## src/rtl/usr_pkg.sv

```systemverilog
// Shared mode codes and FSM state encoding for the universal shift register.
package usr_pkg;

  localparam int MODE_W = 3;

  localparam logic [MODE_W-1:0] MODE_HOLD = 3'd0;
  localparam logic [MODE_W-1:0] MODE_SHL  = 3'd1;
  localparam logic [MODE_W-1:0] MODE_SHR  = 3'd2;
  localparam logic [MODE_W-1:0] MODE_ROL  = 3'd3;
  localparam logic [MODE_W-1:0] MODE_ROR  = 3'd4;
  localparam logic [MODE_W-1:0] MODE_ASR  = 3'd5;
  localparam logic [MODE_W-1:0] MODE_LOAD = 3'd6;

  typedef enum logic {
    ST_IDLE = 1'b0,
    ST_RUN  = 1'b1
  } state_t;

endpackage

```

## src/rtl/usr_step.sv

```systemverilog
// Combinational single-step function: next register value for a given mode.
module usr_step
  import usr_pkg::*;
#(
  parameter int WIDTH = 8
) (
  input  logic [WIDTH-1:0]  cur,
  input  logic [MODE_W-1:0] mode,
  input  logic              si_lsb,
  input  logic              si_msb,
  input  logic [WIDTH-1:0]  load_data,
  output logic [WIDTH-1:0]  nxt
);

  always_comb begin
    nxt = cur;
    case (mode)
      MODE_SHL:  nxt = {cur[WIDTH-2:0], si_lsb};
      MODE_SHR:  nxt = {si_msb, cur[WIDTH-1:1]};
      MODE_ROL:  nxt = {cur[WIDTH-2:0], cur[WIDTH-1]};
      MODE_ROR:  nxt = {cur[0], cur[WIDTH-1:1]};
      MODE_ASR:  nxt = {cur[WIDTH-1], cur[WIDTH-1:1]};
      MODE_LOAD: nxt = load_data;
      default:   nxt = cur;
    endcase
  end

endmodule

```

## src/rtl/universal_shift_reg.sv

```systemverilog
// Universal shift register with single-step operation and a counted
// multi-step command (start/busy/done).
module universal_shift_reg
  import usr_pkg::*;
#(
  parameter int WIDTH = 8,
  parameter int AMT_W = $clog2(WIDTH + 1)
) (
  input  logic              clk,
  input  logic              rstn,
  input  logic              en,
  input  logic [2:0]        mode,
  input  logic              si_lsb,
  input  logic              si_msb,
  input  logic [WIDTH-1:0]  load_data,
  input  logic              start,
  input  logic [AMT_W-1:0]  amount,
  output logic [WIDTH-1:0]  out,
  output logic              so_msb,
  output logic              so_lsb,
  output logic              busy,
  output logic              done
);

  state_t            state_reg, state_next;
  logic [WIDTH-1:0]  out_reg, out_next;
  logic [AMT_W-1:0]  cnt_reg, cnt_next;
  logic [MODE_W-1:0] cmd_reg, cmd_next;
  logic              done_reg, done_next;
  logic [MODE_W-1:0] step_mode;
  logic [WIDTH-1:0]  step_val;

  // RUN steps with the latched command; IDLE steps with the live mode.
  assign step_mode = (state_reg == ST_RUN) ? cmd_reg : mode;

  usr_step #(.WIDTH(WIDTH)) u_step (
    .cur       (out_reg),
    .mode      (step_mode),
    .si_lsb    (si_lsb),
    .si_msb    (si_msb),
    .load_data (load_data),
    .nxt       (step_val)
  );

  always_comb begin
    state_next = state_reg;
    out_next   = out_reg;
    cnt_next   = cnt_reg;
    cmd_next   = cmd_reg;
    done_next  = 1'b0;
    case (state_reg)
      ST_IDLE: begin
        if (start) begin
          cmd_next = mode;
          cnt_next = amount;
          if (amount == '0 || mode == MODE_LOAD || mode == MODE_HOLD || mode == 3'd7) begin
            // Degenerate command: only LOAD changes the register; shifts with zero count do nothing.
            if (mode == MODE_LOAD) out_next = step_val;
            done_next = 1'b1;
          end else begin
            state_next = ST_RUN;
          end
        end else if (en) begin
          out_next = step_val;
        end
      end
      ST_RUN: begin
        if (en) begin
          out_next = step_val;
          cnt_next = cnt_reg - 1'b1;
          if (cnt_reg == AMT_W'(1)) begin
            state_next = ST_IDLE;
            done_next  = 1'b1;
          end
        end
      end
      default: state_next = ST_IDLE;
    endcase
  end

  always_ff @(posedge clk or negedge rstn) begin
    if (!rstn) begin
      state_reg <= ST_IDLE;
      out_reg   <= '0;
      cnt_reg   <= '0;
      cmd_reg   <= MODE_HOLD;
      done_reg  <= 1'b0;
    end else begin
      state_reg <= state_next;
      out_reg   <= out_next;
      cnt_reg   <= cnt_next;
      cmd_reg   <= cmd_next;
      done_reg  <= done_next;
    end
  end

  assign out    = out_reg;
  assign so_msb = out_reg[WIDTH-1];
  assign so_lsb = out_reg[0];
  assign busy   = (state_reg == ST_RUN);
  assign done   = done_reg;

endmodule
```

## config.mk

```make
export PLATFORM = sky130hd
export DESIGN_NAME = universal_shift_reg
export DESIGN_NICKNAME = d
export VERILOG_FILES = /design/src/rtl/usr_pkg.sv /design/src/rtl/usr_step.sv /design/src/rtl/universal_shift_reg.sv
export SDC_FILE = /design/constraint.sdc
export NUM_CORES = 1
export LEC_CHECK = 0
export CAP_MARGIN = 20
export CORE_MARGIN = 4
export CORE_UTILIZATION = 34
export CTS_CLUSTER_SIZE = 25
export DETAILED_ROUTE_END_ITERATION = 10
export MAX_ROUTING_LAYER = met4
export PLACE_DENSITY = 0.58
export SYNTH_ARGS = -nofsm -noshare
export SYNTH_HDL_FRONTEND = slang
export SYNTH_HIERARCHICAL = 1
export SYNTH_SLANG_ARGS = --single-unit
```

## constraint.sdc

```tcl
create_clock -name clk -period 3.7 [get_ports clk]
set_input_delay 0.925 -clock clk [delete_from_list [all_inputs] [get_ports clk]]
set_output_delay 0.925 -clock clk [all_outputs]
set_load 0.01 [all_outputs]
```

Word-level counts from Yosys, hierarchy flattened
Index checks and enable logic that the tools add are counted.
Widths: inputs -> output; s select.
{"block": "totals", "reg_bits": 17, "wordCells": 48}
{"block": "classes", "n_addsub": 1, "n_reduce_logical": 8, "bitwise": 1, "muxes": 20, "eq_ne": 13}
{"op": "$pmux 8 s6", "count": 1}
{"op": "$mux 8", "count": 4}
{"op": "$pmux 8 s2", "count": 1}
{"op": "$eq 3x3->1 const B", "count": 5}
{"op": "$mux 1", "count": 8}
{"op": "$mux 4", "count": 2}
{"op": "$pmux 4 s2", "count": 1}
{"op": "$eq 3x2->1 const B", "count": 2}
{"op": "$ne 3x3->1 const B", "count": 2}
{"op": "$reduce_and 2->1", "count": 3}
{"op": "$eq 4x1->1 const B", "count": 1}
{"op": "$logic_not 4->1", "count": 1}
{"op": "$ne 2x2->1 const B", "count": 2}
{"op": "$pmux 1 s2", "count": 2}
{"op": "$sub 4x1->4 const B", "count": 1}
{"op": "$eq 3x1->1 const B", "count": 1}
{"op": "$logic_not 3->1", "count": 1}
{"op": "$logic_or 1x1->1", "count": 3}
{"op": "$mux 3", "count": 1}
{"op": "$not 1->1", "count": 1}

Longest topological paths before layout
{"block": "depth", "ltp_word": 7, "mapped_depth": 9}

Modules after synthesis
Netlist, hierarchy kept.
{"mod": "universal_shift_reg", "instances": 1, "area_each_um2": 850.8, "seq_area_each_um2": 425.4, "cells_per_inst": 74}
{"mod": "usr_step", "instances": 1, "area_each_um2": 382.9, "seq_area_each_um2": 0.0, "cells_per_inst": 59}

Worst setup path after synthesis
No wires, ideal clock.
{"block": "synth_timing", "kind": "in2reg", "start": "in mode[1]", "end": "reg out_reg[2] (netlist: out[2])", "setup_time_ps": 125, "arrival_ps": 2225, "path_stages": 7, "path_slack_ps": 1350, "cell_sequence": "mux2_2 > nor2b_2 > buf_4 > a221oi_1 > a21oi_1 > a21o_1 > mux2_2"}
{"block": "synth_between", "elab_chain_len": 7}
{"element": "from (decl)", "line_no": "universal_shift_reg.sv:12", "text": "input logic [2:0] mode,"}
{"element": "$mux 3 *", "line_no": "universal_shift_reg.sv:34", "text": "assign step_mode = (state_reg == ST_RUN) ? cmd_reg : mode;"}
{"element": "$eq 3x3->1, or another cell as far along", "line_no": "usr_step.sv:17", "text": "case (mode)"}
{"element": "$pmux 8 s6 *", "line_no": "usr_step.sv:17"}
{"element": "via step_val[2]", "line_no": "universal_shift_reg.sv:31", "text": "logic [WIDTH-1:0] step_val;"}
{"element": "$mux 8", "line_no": "universal_shift_reg.sv:58", "text": "if (mode == MODE_LOAD) out_next = step_val;"}
{"element": "$mux 8", "line_no": "universal_shift_reg.sv:56", "text": "if (amount == '0 || mode == MODE_LOAD || mode == MODE_HOLD || mode == 3'd7) begin"}
{"element": "$mux 8", "line_no": "universal_shift_reg.sv:53", "text": "if (start) begin"}
{"element": "$pmux 8 s2 *", "line_no": "universal_shift_reg.sv:51", "text": "case (state_reg)"}
{"element": "to (signal assigned)", "line_no": "universal_shift_reg.sv:90", "text": "out_reg <= out_next;"}
{"element": "to (decl)", "line_no": "universal_shift_reg.sv:26", "text": "logic [WIDTH-1:0] out_reg, out_next;"}
Mark *: on every way through the listed nets, which the timed path passes. The rest lies on a longest branch. The select of a mux whose other input is x is not followed.
A chain may end at the register's enable or synchronous reset.

Worst setup path after layout
{"block": "layout_timing", "start": "in mode[0]", "end": "reg out_reg[0] (netlist: out[0])"}
{"block": "layout_between", "elab_chain_len": 7}
{"element": "$mux 3 *", "line_no": "universal_shift_reg.sv:34"}
{"element": "via step_mode[0]", "line_no": "universal_shift_reg.sv:30", "text": "logic [MODE_W-1:0] step_mode;"}
{"element": "$eq 3x3->1, or another cell as far along", "line_no": "usr_step.sv:17"}
{"element": "$pmux 8 s6 *", "line_no": "usr_step.sv:17"}
{"element": "via step_val[0]", "line_no": "universal_shift_reg.sv:31"}
{"element": "$mux 8", "line_no": "universal_shift_reg.sv:58"}
{"element": "$mux 8", "line_no": "universal_shift_reg.sv:56"}
{"element": "$mux 8", "line_no": "universal_shift_reg.sv:53"}
{"element": "$pmux 8 s2 *", "line_no": "universal_shift_reg.sv:51"}
Marks and branches as above.

==> impl_metrics.json <==
{
  "max_freq_mhz": 368,
  "antenna_found_initial": 0,
  "clock_path_buffers": 2,
  "start_util_pct": 36.1,
  "core_area_um2": 3420,
  "setup.worst_path.end_class": "flop",
  "grt-ovfl-total": 0,
  "cp_data_required_time_ns": 3.88,
  "htree_levels": 1,
  "slew_viol_final": 0,
  "dieArea_um2": 4660,
  "route.vias.total": 1104,
  "dr.pass1.iters": 4,
  "row_count": 21,
  "layout-drive-gt1-share_pct": 13.1,
  "grt_pass1_wl_um": 5060,
  "cts_buffers": 3,
  "io_pins": 33,
  "syn_area_um2": 1230,
  "fin_nets": 184,
  "synth_cells": 133,
  "min_path_type": "flop to flop",
  "largest_reg_flops": 8,
  "vdd_drop_max_v": 0.000294,
  "dp_hpwl_um": 2200,
  "report.final.hold_viol_count": 0,
  "wl_per_cell_um": 14.4,
  "powerDensity_nw_per_um2": 820,
  "cts_tree": "built",
  "fin_area_um2": 1580,
  "clock_skew_ns": 0.000887,
  "antennaDiodeCount": 0,
  "rsz0062_at_grt": "false",
  "groute.usage.overall_pct": 14.8,
  "fin_setup_tns_ns": 0,
  "setup_violations": 0,
  "ctsHoldBuffers": 0,
  "startpoint_type": "primary input",
  "die_y_um": 68.2,
  "place_congestion": 0.854,
  "crit_path_max_fanout": 18,
  "drc": 0,
  "cts_resized": 0,
  "wl_um": 2970,
  "cts_root_buf": "clkbuf_4",
  "setup_slack_ns": 0.980,
  "area_delta_synth_final_pct": 28.3,
  "cts.sinks": 17,
  "relSlewSlack_pct": 45.6,
  "post_cts_buffers": 0,
  "dp_slack_ns": 0.683,
  "critPathArrivalTime_ns": 2.91,
  "ant_nets": 0,
  "io_buffers": 32,
  "grt_pass1_vias": 1087,
  "vias_per_cell": 5.36,
  "synth.distinct_cells": 42,
  "fin_crit_ns": 2.72,
  "crit_type": "primary input to flop",
  "tightest_slew_ns": 0.813,
  "timing.final.crit_share_pct": 73.5,
  "syn_nets": 156,
  "power_mw": 1.30,
  "ys_seq_elements": 17,
  "yosys_warnings": 6,
  "drv_cap": 0,
  "power.leakage_nw": 0.661,
  "ys_seq_area_share_pct": 34.5,
  "place_area_um2": 1560,
  "path_clk_slew_ns": 0.10,
  "fp.dieW_um": 68.2,
  "outcome": "complete, no violations",
  "clk_latency_ns": 0.29,
  "synth.avg_cell_area_um2": 9.28,
  "drtIter0Drc": 134,
  "grt_max_degree": 21
}
where the power goes:
part / internal, mW / total, mW / switching [mW]
Sequential: 0.276 / 0.398 / 0.122
Combinational: 0.432 / 0.799 / 0.366
Clock: 0.0401 / 0.101 / 0.0610
per-layer routing:
layer	track usage [%]	wire length, µm	up-vias
met5	-	0	-
met4	4.96	36	0
met3	2.96	175	4
met2	23.0	1360	44
met1	19.3	1390	517
li1	-	-	539
synthesized netlist by cell type (all sizes together):
| master | count | area, µm² |
|---|---|---|
| a211oi | 3 | 22.5 |
| a21o | 5 | 37.5 |
| a21oi | 18 | 90.1 |
| a221o | 1 | 10.0 |
| a221oi | 5 | 43.8 |
| a22oi | 1 | 7.51 |
| a31oi | 1 | 6.26 |
| and2b | 2 | 16.3 |
| and3b | 1 | 8.76 |
| buf | 8 | 52.5 |
| clkbuf | 1 | 3.75 |
| dfrtp | 17 | 425 |
| ha | 2 | 25.0 |
| inv | 4 | 15.0 |
| mux2 | 12 | 135 |
| mux2i | 2 | 32.5 |
| mux4 | 1 | 22.5 |
| nand2 | 17 | 63.8 |
| nand2b | 2 | 12.5 |
| nand3 | 2 | 10.0 |
| nand3b | 1 | 7.51 |
| nand4b | 1 | 8.76 |
| nor2 | 2 | 7.51 |
| nor2b | 8 | 60.1 |
| nor3 | 2 | 10.0 |
| nor4 | 1 | 6.26 |
| nor4b | 1 | 8.76 |
| nor4bb | 1 | 10.0 |
| o211a | 1 | 10.0 |
| o21ai | 5 | 25.0 |
| o22ai | 1 | 6.26 |
| o2bb2ai | 1 | 8.76 |
| or3 | 1 | 6.26 |
| xnor2 | 1 | 8.76 |
| xor2 | 1 | 8.76 |
stage by stage:
stage / cells / util [%] / hold slack [ns]
after floorplan: 133 / - / 0.440
after global placement: 202 / 45.5 / 0.453
after detailed placement: 202 / 45.5 / 0.459
after CTS: 206 / 46.3 / 0.484
after global routing: 206 / 46.3 / 0.511
final: 206 / 46.3 / 0.481
critical path, stage by stage:
cell and delay [ns]:
clkdlybuf4s50_1 0.53, mux2_2 0.40, mux4_2 0.54, mux2_2 0.26, mux2_2 0.25
cell type report:
class | count | area [µm²]
fill | 354 | 1830
multi-input combinational | 103 | 737
clock inverter | 1 | 5.00
clock buffer | 3 | 22.5
tap | 46 | 57.6
inverter | 4 | 15.0
sequential | 17 | 425
timing repair buffer | 32 | 320
path summary, 6_finish.rpt:
| kind | startpoint | to | slack [ns] | cells after the start |
|---|---|---|---|---|
| worst max-delay path | mode[0] | out[0]$_DFFE_PN0P_ | 0.98 | 5 |
| worst min-delay path | cmd_reg[0]$_DFFE_PN0P_ | cmd_reg[0]$_DFFE_PN0P_ | 0.48 | 2 |
| worst max register to register | busy$_DFF_PN0_ | out[1]$_DFFE_PN0P_ | 1.35 | 6 |
| worst min register to register | cmd_reg[0]$_DFFE_PN0P_ | cmd_reg[0]$_DFFE_PN0P_ | 0.48 | 2 |
| max in group asynchronous | rstn | out[6]$_DFFE_PN0P_ | 2.10 | 1 |
| min in group asynchronous | rstn | out[0]$_DFFE_PN0P_ | 1.10 | 1 |
kinds of logic (layout without fill, tap and decap cells):
family / count (synthesis) / after routing / share of synthesized area, %
AOI/OAI and AO/OA: 42 / 42 / 21.7
xor gates and xnor gates: 2 / 2 / 1.42
adders and majority gates: 2 / 2 / 2.03
buffers and inverters: 13 / 40 / 5.78
DFF: 17 / 17 / 34.5
muxes: 15 / 15 / 15.4
and+or+nand+nor: 42 / 42 / 19.2
cells in the final DEF (no fill, tap or decap), types with 2 or more instances in the layout:
| cell type | netlist | final |
|---|---|---|
| clkdlybuf4s50_1 | 0 | 32 |
| nand2_1 | 17 | 17 |
| a211oi_1 | 3 | 3 |
| nor3_1 | 2 | 2 |
| a221oi_1 | 5 | 5 |
| a21oi_1 | 18 | 18 |
| nand3_1 | 2 | 2 |
| nor2_1 | 2 | 2 |
| nand2b_1 | 2 | 2 |
| dfrtp_1 | 17 | 17 |
| ha_1 | 2 | 2 |
| o21ai_0 | 5 | 5 |
| inv_1 | 4 | 4 |
| nor2b_1 | 6 | 6 |
| a21o_1 | 5 | 5 |
| clkbuf_4 | 0 | 3 |
| mux2_2 | 12 | 12 |
Power figures use the tool's default switching activity.
